`config.mk`:
```
export PLATFORM = sky130hd
export DESIGN_NAME = smart_home
export DESIGN_NICKNAME = d
export VERILOG_FILES = /design/src/rtl/smart_home.sv
export SDC_FILE = /design/constraint.sdc
export NUM_CORES = 1
export LEC_CHECK = 0
export ABC_CLOCK_PERIOD_IN_PS = 1460
export CORE_AREA = 2 2 39 41
export DETAILED_ROUTE_END_ITERATION = 10
export DIE_AREA = 0 0 41 43
export PLACE_DENSITY = 0.52
export SLEW_MARGIN = 20
export SYNTH_ARGS = -nofsm -noshare
export SYNTH_HDL_FRONTEND = slang
export SYNTH_SLANG_ARGS = --single-unit
export TNS_END_PERCENT = 1
```
`constraint.sdc`:
```
create_clock -name clk -period 1.46 [get_ports clk]
set_clock_uncertainty 0.05 [all_clocks]
set_input_delay 0.219 -clock clk [delete_from_list [all_inputs] [get_ports clk]]
set_output_delay 0.219 -clock clk [all_outputs]
set_load 0.02 [all_outputs]
```
`src/rtl/smart_home.sv`:
```
// Smart-home controller: air-conditioning control plus a button-driven RGB colour counter.
// Define SMART_HOME_HYST_EN for the 3-state hysteresis AC; otherwise the AC is two registered comparators.
module smart_home (
  input  logic       clk,
  input  logic       rst,
  input  logic       button,
  input  logic [4:0] temperature,
  output logic       heating,
  output logic       cooling,
  output logic [2:0] colour
);

  localparam logic [4:0] HEAT_ON_MAX  = 5'd18;
  localparam logic [4:0] MID_POINT    = 5'd20;
  localparam logic [4:0] COOL_ON_MIN  = 5'd22;

  logic       heating_q, heating_d;
  logic       cooling_q, cooling_d;
  logic [2:0] colour_q, colour_d;

`ifdef SMART_HOME_HYST_EN
  typedef enum logic [1:0] {
    IDLE = 2'd0,
    HEAT = 2'd1,
    COOL = 2'd2
  } ac_state_e;

  ac_state_e state_q, state_d;

  always_comb begin
    state_d = IDLE;
    case (state_q)
      IDLE: begin
        if (temperature <= HEAT_ON_MAX)      state_d = HEAT;
        else if (temperature >= COOL_ON_MIN) state_d = COOL;
        else                                 state_d = IDLE;
      end
      HEAT:    state_d = (temperature >= MID_POINT) ? IDLE : HEAT;
      COOL:    state_d = (temperature <= MID_POINT) ? IDLE : COOL;
      default: state_d = IDLE;
    endcase
    // Outputs are registered alongside the state so they always match it.
    heating_d = (state_d == HEAT);
    cooling_d = (state_d == COOL);
  end
`else
  always_comb begin
    heating_d = (temperature <= HEAT_ON_MAX);
    cooling_d = (temperature >= COOL_ON_MIN);
  end
`endif

  // Out-of-range codes recover to 1 regardless of the button.
  always_comb begin
    colour_d = colour_q;
    if (colour_q == 3'd0 || colour_q == 3'd7) begin
      colour_d = 3'd1;
    end else if (button) begin
      colour_d = (colour_q == 3'd6) ? 3'd1 : colour_q + 3'd1;
    end
  end

  always_ff @(posedge clk or posedge rst) begin
    if (rst) begin
`ifdef SMART_HOME_HYST_EN
      state_q   <= IDLE;
`endif
      heating_q <= 1'b0;
      cooling_q <= 1'b0;
      colour_q  <= 3'd0;
    end else begin
`ifdef SMART_HOME_HYST_EN
      state_q   <= state_d;
`endif
      heating_q <= heating_d;
      cooling_q <= cooling_d;
      colour_q  <= colour_d;
    end
  end

  assign heating = heating_q;
  assign cooling = cooling_q;
  assign colour  = colour_q;

endmodule

```
==> results <==
==> sequential cells by signal (all words and copies together) (netlist names) <==
register / flops
colour: 3
cooling: 1
heating: 1
==> metrics by stage <==
| stage | total power [mW] | instances | util, % |
|---|---|---|---|
| finish | 0.644 | 51 | 27.9 |
| global placement | 0.506 | 47 | 25.9 |
| floorplan | 0.391 | 19 | - |
| global route | 0.705 | 51 | 27.9 |
| CTS | 0.657 | 51 | 27.6 |
| detailed placement | 0.524 | 47 | 25.9 |
==> per-layer routing <==
metal / track usage, % / vias up / wire, µm
li1: - / 101 / -
met1: 7.21 / 100 / 183
met2: 11.3 / 13 / 244
met3: 7.33 / 0 / 71
met4: 6.00 / 0 / 0
met5: 0 / - / 0
==> final cells by class <==
class                           count  area share (%)
Clock buffer                        4            6.80
Inverter                            1           0.971
Multi-Input combinational cell     13            23.3
Sequential cell                     5            32.4
Tap cell                           16            5.18
Timing Repair Buffer               12            31.4
==> cell families (layout without fill, tap and decap cells) <==
logic type             count (synthesis)  count (layout)
AOI/OAI and AO/OA                      8               8
buffers and inverters                  1              17
and+or+nand+nor                        5               5
DFF                                    5               5
==> report_power, final <==
| group | internal (mW) | switching (mW) | total (mW) |
|---|---|---|---|
| clock | 0.103 | 0.0531 | 0.156 |
| combinational | 0.132 | 0.117 | 0.249 |
| sequential | 0.182 | 0.0567 | 0.239 |
==> worst max-delay path by stage <==
stage              start   endpoint  slack (ns)  depth (start not counted)
2_1_floorplan  colour[0]  colour[2]        0.46                          2
3_5_place_dp   colour[0]  colour[0]        0.15                          1
4_1_cts          heating    heating        0.01                          1
6_report       colour[0]  colour[0]        0.18                          1
3_3_place_gp   colour[1]  colour[1]        0.17                          1
5_1_grt        colour[1]  colour[1]        0.12                          1
==> layout by cell type, fill, tap and decap left out <==
cell and count:
dlygate4sd2_1 3, dfrtp_1 5, dlymetal6s2s_1 2, o21ai_2 1, a2bb2oi_1 1, and2_4 1, o22a_1 1, clkbuf_4 3
nor2b_1 2, clkbuf_1 1, a21oi_1 2, a211o_1 1, inv_1 1, nand2_1 2, o21bai_1 1, a22o_1 1
clkdlybuf4s50_1 7
==> impl_metrics.yaml <==
detailed_routing:
  drc: 0
  vias_per_cell: 4.20
  wl_per_cell_um: 9.78
  drt_iter0_markers: 3
  detail-route-antenna-nets: 0
  vias: 214
  drt_pass1_iterations: 4
  routed_wl_um: 499
grt:
  grt_max_degree: 7
  grt_pass1_wl_um: 876
  grt_overflow: 0
  grt_usage_pct: 8.18
  antenna_found_initial: 0
  grt_pass1_vias: 243
clock_tree:
  cts_buffers: 3
  postCtsSetupBuffers: 0
  clk_path_buf_depth: 2
  ctsHoldBuffers: 0
  cts_resized: 3
  htreeDepth: 1
  root_buffer: "clkbuf_4"
  cts.sinks: 5
  clock_latency_ns: 0.24
  cts_tree: "yes"
  clk_pin_slew_ns: 0.04
synth:
  synth.largest_area_cell: "dfrtp_1"
  synth_top_family_by_area: "compound AO/OA/AOI/OAI gates"
  ys_seq_elements: 5
  yosys_warnings: 0
  synthDistinctLibCells: 12
  syn_avg_cell_area_um2: 11.5
  synth-seq-area-share_pct: 57.1
  synth_edf_count: 0
  synthFlopType: "dfrtp_1"
  synth-adder-area-share_pct: 0
  syn_area_um2: 219
  synthArstFlopShare_pct: 100
  synth_area_leaders: "dfrtp_1 (57%), nor2b_1 (5.7%), a21oi_1 (4.6%)"
  syn_nets: 27
  synthSimpleGateAreaFrac_pct: 13.1
  synth.most_common_cell: "dfrtp_1"
  synth_compound_gate_area_share_pct: 28.0
  synth_mux_area_share_pct: 0
  netlist.area_leader.share_pct: 57.1
  synth_commonest_cells: "dfrtp_1 (5), a21oi_1 (2), nand2_1 (2), nor2b_1 (2)"
  netlist_instances: 19
  synth-xor-area-share_pct: 0
worst_setup_path:
  slowest_delay_ns: 0.42
  worstPathArrival_ns: 1.02
  crit_family: "flip-flops"
  worstReg2RegStart: "colour[0]"
  worstPathCellList: "dlygate4sd2_1"
  crit_required_ns: 1.19
  cp.buffers_inverters: 1
  crit_slowest_cell: "dfrtp_1"
  end_kind: "primary output"
  r2r_slack_ns: 0.51
  worst-setup-path-type: "flip-flop to primary output"
  r2r_end: "colour[2]"
  ff2ff_path_depth: 2
  path_max_fanout: 5
  crit_path_start_kind: "flip-flop"
floorplanning:
  pin_count: 13
  start_util_pct: 15.8
  row_count: 14
  die_h_um: 43
  die_area_mm2: 0.00176
  fp.coreArea_mm2: 0.00138
  die_w_um: 41
power:
  powerDensity_mw_per_mm2: 1670
  ir_drop_uv: 500
  p_leak_nw: 0.186
finish:
  seq_area_um2: 125
  final_nets: 44
  fill_cells: 151
  finalInstanceArea_um2: 387
  diodes: 0
  drive_gt1_share_pct: 14.3
  area_growth_pct: 76.6
  multi_input_area_um2: 90.1
timing:
  tightest_slew_ns: 0.235
  max_clock_freq_mhz: 778
  layout_setup_ws_ns: 0.175
  min_period_ns: 1.28
  setup_tns_ns: 0
  rsz0062_at_grt: "false"
  hold_viol_final: 0
  holdWs_ns: 0.129
  drv_slew: 0
  min_period_over_period_pct: 88.0
  finalSetupViolations: 0
  slew_headroom_pct: 84.3
placed_design:
  gp_congestion: 0.636
  io_buffers: 12
  place_area_um2: 359
  dpl_worst_slack_ns: 0.148
worst_hold_path:
  holdCritPathClass: "primary input to asynchronous set/reset pin"
run_status:
  status: "finished clean"
flow_run:
  cap_viol_max_count: 0
Power figures use the tool's default switching activity.
